$ cat src/rtl/seq_pkg.sv
// Shared definitions for the serial pattern generator and the detector benches.
package seq_pkg;

   typedef enum logic {
      IDLE = 1'b0,
      RUN  = 1'b1
   } seq_state_e;

   localparam int                   SEQ_WIDTH   = 18;
   localparam logic [SEQ_WIDTH-1:0] SEQ_DEFAULT = 18'h0B269;

endpackage

$ cat src/rtl/seq_generator_bit_counter.sv
// Mod-WIDTH bit index counter with synchronous clear and a terminal-count flag.
module bit_counter #(
   parameter int WIDTH = 18,
   parameter int CNT_W = 5
) (
   input  logic             clk,
   input  logic             rst,
   input  logic             clr,
   input  logic             en,
   output logic [CNT_W-1:0] cnt,
   output logic             tc
);

   logic [CNT_W-1:0] cnt_q;
   logic [CNT_W-1:0] cnt_d;

   assign tc  = (cnt_q == CNT_W'(WIDTH - 1));
   assign cnt = cnt_q;

   // Clear wins over enable; enable at terminal count wraps to zero.
   always_comb begin
      cnt_d = cnt_q;
      if (clr)
         cnt_d = '0;
      else if (en)
         cnt_d = tc ? '0 : cnt_q + 1'b1;
   end

   always_ff @(posedge clk) begin
      if (rst)
         cnt_q <= '0;
      else
         cnt_q <= cnt_d;
   end

endmodule

$ cat src/rtl/seq_generator.sv
// Programmable serial pattern source: shifts a WIDTH-bit pattern out LSB-first under start/done.
module seq_generator
   import seq_pkg::*;
#(
   parameter int               WIDTH           = SEQ_WIDTH,
   parameter int               CNT_W           = 5,
   parameter logic [WIDTH-1:0] DEFAULT_PATTERN = SEQ_DEFAULT
) (
   input  logic             clk,
   input  logic             rst,
   input  logic             load,
   input  logic [WIDTH-1:0] pattern_in,
   input  logic             start,
   input  logic             loop,
   input  logic             halt,
   input  logic             bit_en,
   output logic             seq,
   output logic             seq_valid,
   output logic             busy,
   output logic             done,
   output logic [CNT_W-1:0] bit_idx
);

   seq_state_e       state_q, state_d;
   logic [WIDTH-1:0] pattern_q, pattern_d;
   logic             seq_q, seq_d;
   logic             done_q, done_d;

   logic             cnt_clr;
   logic             cnt_en;
   logic             cnt_tc;
   logic [CNT_W-1:0] nxt_idx;
   logic [WIDTH-1:0] nxt_bits;

   bit_counter #(
      .WIDTH (WIDTH),
      .CNT_W (CNT_W)
   ) u_bit_counter (
      .clk (clk),
      .rst (rst),
      .clr (cnt_clr),
      .en  (cnt_en),
      .cnt (bit_idx),
      .tc  (cnt_tc)
   );

   assign nxt_idx  = bit_idx + 1'b1;
   assign nxt_bits = pattern_q >> nxt_idx;

   always_ff @(posedge clk) begin
      if (rst) begin
         state_q   <= IDLE;
         pattern_q <= DEFAULT_PATTERN;
         seq_q     <= 1'b0;
         done_q    <= 1'b0;
      end else begin
         state_q   <= state_d;
         pattern_q <= pattern_d;
         seq_q     <= seq_d;
         done_q    <= done_d;
      end
   end

   always_comb begin
      state_d   = state_q;
      pattern_d = pattern_q;
      seq_d     = seq_q;
      done_d    = 1'b0;
      cnt_clr   = 1'b0;
      cnt_en    = 1'b0;
      case (state_q)
         IDLE: begin
            if (load)
               pattern_d = pattern_in;
            // A simultaneous load feeds bit 0 straight from pattern_in.
            if (start) begin
               state_d = RUN;
               cnt_clr = 1'b1;
               seq_d   = load ? pattern_in[0] : pattern_q[0];
            end
         end
         RUN: begin
            if (halt) begin
               state_d = IDLE;
               seq_d   = 1'b0;
               cnt_clr = 1'b1;
            end else if (bit_en) begin
               cnt_en = 1'b1;
               if (cnt_tc) begin
                  done_d = 1'b1;
                  if (loop) begin
                     seq_d = pattern_q[0];
                  end else begin
                     state_d = IDLE;
                     seq_d   = 1'b0;
                  end
               end else begin
                  seq_d = nxt_bits[0];
               end
            end
         end
         default: begin
            state_d = IDLE;
            seq_d   = 1'b0;
            cnt_clr = 1'b1;
         end
      endcase
   end

   always_comb begin
      busy      = (state_q == RUN);
      seq_valid = (state_q == RUN);
      seq       = seq_q;
      done      = done_q;
   end

endmodule

$ cat config.mk
export PLATFORM = sky130hd
export DESIGN_NAME = seq_generator
export DESIGN_NICKNAME = d
export VERILOG_FILES = /design/src/rtl/seq_pkg.sv /design/src/rtl/seq_generator_bit_counter.sv /design/src/rtl/seq_generator.sv
export SDC_FILE = /design/constraint.sdc
export NUM_CORES = 1
export LEC_CHECK = 0
export ABC_CLOCK_PERIOD_IN_PS = 2850
export CORE_UTILIZATION = 25
export DETAILED_ROUTE_END_ITERATION = 7
export PLACE_DENSITY = 0.56
export SLEW_MARGIN = 20
export SYNTH_ARGS = -nofsm -noshare
export SYNTH_HDL_FRONTEND = slang
export SYNTH_HIERARCHICAL = 1
export SYNTH_SLANG_ARGS = --single-unit
$ cat constraint.sdc
create_clock -name clk -period 2.85 [get_ports clk]
set_input_delay 0.57 -clock clk [delete_from_list [all_inputs] [get_ports clk]]
set_output_delay 0.57 -clock clk [all_outputs]
set_load 0.02 [all_outputs]
==> impl_metrics.prom <==
# TYPE chip_impl_metric gauge
chip_impl_metric{name="critPathBufInv",unit=""} 1
chip_impl_info{name="synthTopCellsByArea",value="dfxtp_1 (35%), nand2_1 (11%), mux4_1 (8.8%)"} 1
chip_impl_metric{name="vertical_die_dimension",unit="um"} 79.08
chip_impl_info{name="tritoncts",value="yes"} 1
chip_impl_info{name="critical_path.startpoint_type",value="flop"} 1
chip_impl_metric{name="worst_slew_margin_rel",unit="%"} 56.31
chip_impl_metric{name="io-pin-count",unit=""} 34
chip_impl_metric{name="final-setup-viol-count",unit=""} 0
chip_impl_info{name="unrepaired_setup_endpoints_after_global_routing",value="false"} 1
chip_impl_metric{name="layout.cell_area.non_filler",unit="mm^2"} 0.001928
chip_impl_metric{name="start_util",unit="%"} 26.48
chip_impl_metric{name="detailedPlacementHpwl",unit="mm"} 2.400
chip_impl_metric{name="slew_at_the_pin_closest_to_its_max_slew_limit",unit="ns"} 0.6554
chip_impl_metric{name="clkLatencyLatePin",unit="ns"} 0.27
chip_impl_info{name="cpLargestDelayFamily",value="buffers and inverters"} 1
chip_impl_metric{name="synthToLayoutAreaGrowth",unit="%"} 29.82
chip_impl_metric{name="wirelength_per_cell",unit="um"} 12.11
chip_impl_metric{name="hold_viol",unit=""} 0
chip_impl_metric{name="gp_congestion",unit=""} 0.7871
chip_impl_metric{name="timing.critical_path.arrival",unit="ns"} 1.63
chip_impl_metric{name="numCtsBuffers",unit=""} 3
chip_impl_info{name="worstPathCellList",value="clkdlybuf4s50_1"} 1
chip_impl_metric{name="area_of_the_die",unit="mm^2"} 0.006253
chip_impl_metric{name="finalNetCount",unit=""} 226
chip_impl_metric{name="detail_route.vias_per_cell",unit=""} 4.788
chip_impl_metric{name="grt-ovfl-total",unit=""} 0
chip_impl_metric{name="hold-worst-slack",unit="ns"} 0.4615
chip_impl_metric{name="drt_iter0_drc",unit=""} 43
chip_impl_metric{name="vdd_drop_max",unit="V"} 0.0001954
chip_impl_info{name="layout.cells.most_common",value="nand2_1"} 1
chip_impl_metric{name="drt_pre_antenna_iters",unit=""} 4
chip_impl_metric{name="final_antenna_net_count",unit=""} 0
chip_impl_metric{name="port_buffers",unit=""} 33
chip_impl_metric{name="synth.yosys.warnings",unit=""} 6
chip_impl_metric{name="cts.clk_slew.worst_paths",unit="ns"} 0.09
chip_impl_metric{name="final_max_slew_viols",unit=""} 0
chip_impl_metric{name="maxCapViolCount",unit=""} 0
chip_impl_info{name="outcome",value="finished clean"} 1
chip_impl_metric{name="power_leakage",unit="nW"} 0.7004
chip_impl_metric{name="cts_htree_levels",unit=""} 1
chip_impl_info{name="endpoint_kind",value="output port"} 1
chip_impl_metric{name="syn-num-nets",unit=""} 197
chip_impl_info{name="synth_top_cell_by_area",value="dfxtp_1"} 1
chip_impl_metric{name="core_area",unit="mm^2"} 0.005608
chip_impl_metric{name="globalRouteTotalUtil",unit="%"} 10.86
chip_impl_metric{name="fillerInstances",unit=""} 632
chip_impl_metric{name="achievable-frequency",unit="MHz"} 455.0
chip_impl_metric{name="fp-row-count",unit=""} 27
chip_impl_metric{name="detailroute.via_count",unit=""} 1288
chip_impl_metric{name="syn-cell-area",unit="mm^2"} 0.001485
chip_impl_info{name="worstSetupPathType",value="flop to output port"} 1
chip_impl_metric{name="via_count_of_the_first_global_routing_pass",unit=""} 1172
chip_impl_metric{name="synth_seq_cells",unit=""} 26
chip_impl_metric{name="global_route_wire_length_before_repair",unit="mm"} 5.340
chip_impl_metric{name="die_width",unit="um"} 79.08
chip_impl_metric{name="final_min_period_over_clock_period",unit="%"} 77.12
chip_impl_metric{name="worstPathRequired",unit="ns"} 2.28
chip_impl_metric{name="detail_route.wirelength",unit="mm"} 3.258
chip_impl_metric{name="area_after_dpl",unit="mm^2"} 0.001857
chip_impl_metric{name="cts.hold.buffers_added",unit=""} 0
chip_impl_metric{name="fin_tns_setup",unit="ns"} 0
chip_impl_metric{name="multi_input_area",unit="um^2"} 885.9
chip_impl_metric{name="clock_sink_count",unit=""} 26
chip_impl_info{name="ctsRootBufferMaster",value="clkbuf_8"} 1
chip_impl_metric{name="remaining_drc_errors",unit=""} 0
chip_impl_metric{name="finalClockSkew",unit="ns"} 0.001803
chip_impl_metric{name="critical_path_peak_fanout",unit=""} 16
chip_impl_metric{name="cellPowerDensity",unit="mW/mm^2"} 437.0
chip_impl_metric{name="grt_max_degree",unit=""} 25
chip_impl_metric{name="netlist_instances",unit=""} 169
chip_impl_metric{name="diodes_inserted",unit=""} 0
chip_impl_metric{name="post_cts_resized",unit=""} 0
chip_impl_metric{name="synth-seq-area-share",unit="%"} 35.05
chip_impl_metric{name="post-cts-setup-buffer-count",unit=""} 0
chip_impl_info{name="slowest_stage",value="clkdlybuf4s50_1"} 1
chip_impl_metric{name="clock_path_buffers",unit=""} 2
chip_impl_metric{name="final.min_clock_period",unit="ns"} 2.198
chip_impl_info{name="layout_common_cells",value="nand2_1 (44), clkdlybuf4s50_1 (33), dfxtp_1 (26), a21oi_1 (13), nand3b_1 (9)"} 1
chip_impl_metric{name="synth_top_cell_area_share",unit="%"} 35.05
chip_impl_info{name="hp-class",value="flop to flop"} 1
chip_impl_metric{name="yosys.cell_types.count",unit=""} 45
chip_impl_metric{name="layout-drive-gt1-share",unit="%"} 6.599
chip_impl_metric{name="grt_antenna_before_repair",unit=""} 0
chip_impl_metric{name="crit_path_max_incr_delay",unit="ns"} 0.70
chip_impl_metric{name="regArea",unit="um^2"} 520.5
chip_impl_metric{name="post_synth.cell_area_avg",unit="um^2"} 8.788
chip_impl_metric{name="post-route-util",unit="%"} 34.38
-- cells by family (layout without fill, tap and decap cells) --
family	after synthesis	in the layout	synth area share, %
AND/OR/NAND/NOR	83	83	29.15
AO/OA/AOI/OAI	29	29	12.47
flip-flops	26	26	35.05
buffers and inverters	14	42	5.307
multiplexers	10	10	13.14
XOR/XNOR	4	4	2.359
adder cells (fa/ha/maj)	3	3	2.528
-- where the power goes --
group          switching, mW  leakage, nW  internal (mW)
Combinational         0.0581        0.451         0.0747
Sequential            0.0143        0.214          0.384
Clock                  0.124       0.0357          0.188
Total                  0.196        0.700          0.647
-- cells in the mapped netlist, drive strengths merged --
| cell type | count |
|---|---|
| and2 | 2 |
| a21oi | 13 |
| a221o | 1 |
| and4bb | 1 |
| nor3b | 3 |
| mux2i | 3 |
| nor3 | 3 |
| a21boi | 1 |
| and2b | 1 |
| ha | 3 |
| o2bb2ai | 1 |
| dfxtp | 26 |
| a211o | 1 |
| nand3b | 9 |
| o21a | 1 |
| o21ai | 4 |
| buf | 5 |
| nor2b | 3 |
| a31oi | 1 |
| mux2 | 1 |
| nand4b | 1 |
| and4 | 1 |
| nand2b | 3 |
| xnor2 | 3 |
| clkbuf | 7 |
| o22ai | 2 |
| a2111o | 1 |
| a211oi | 1 |
| nand4 | 2 |
| and3 | 2 |
| or3 | 1 |
| nor4 | 1 |
| inv | 2 |
| nand3 | 3 |
| mux4 | 6 |
| nor2 | 3 |
| a22oi | 1 |
| xor2 | 1 |
| o31ai | 1 |
| nand2 | 44 |
-- area by class of cell --
type / count / area share, %
inverters: 2 / 0.3894
clock buffers: 3 / 2.141
multi-input cells: 129 / 45.94
well taps: 72 / 4.672
repair buffers: 36 / 18.30
flip-flops and latches: 26 / 27.00
clock inverters: 1 / 1.557
-- through the flow --
step | cells | worst slack [ns] | total power, mW
5_1_grt | 269 | 0.5653 | 0.8869
3_5_place_dp | 265 | 0.6962 | 0.5419
2_1_floorplan | 169 | 0.8022 | 0.4809
3_3_place_gp | 265 | 0.7209 | 0.5406
6_report | 269 | 0.6520 | 0.8426
4_1_cts | 269 | 0.6536 | 0.8524
-- path summary, 6_finish.rpt --
| check | depth (start not counted) | from | endpoint | slack, ns |
|---|---|---|---|---|
| min reg2reg | 2 | pattern_q[16]$_SDFFE_PP0P_ | pattern_q[16]$_SDFFE_PP0P_ | 0.46 |
| max | 1 | u_bit_counter/cnt[2]$_SDFFE_PP0P_ | bit_idx[2] | 0.65 |
| min | 2 | pattern_q[16]$_SDFFE_PP0P_ | pattern_q[16]$_SDFFE_PP0P_ | 0.46 |
| max reg2reg | 6 | u_bit_counter/cnt[1]$_SDFFE_PP0P_ | seq$_SDFFE_PP0P_ | 0.69 |
-- flip-flops by register name, summed over array words and instances, names as in the netlist --
| signal | count |
|---|---|
| pattern_q | 18 |
| u_bit_counter/cnt | 5 |
| busy | 1 |
| done | 1 |
| seq | 1 |
-- routing by layer --
metal | vias to the layer above | global-route usage (%) | wire length (um)
li1 | 658 | - | -
met2 | 30 | 18.62 | 1466
met5 | - | 0 | 0
met3 | 2 | 3.448 | 189
met4 | 0 | 2.182 | 21
met1 | 598 | 13.27 | 1580
(Power assumes the default switching activity.)
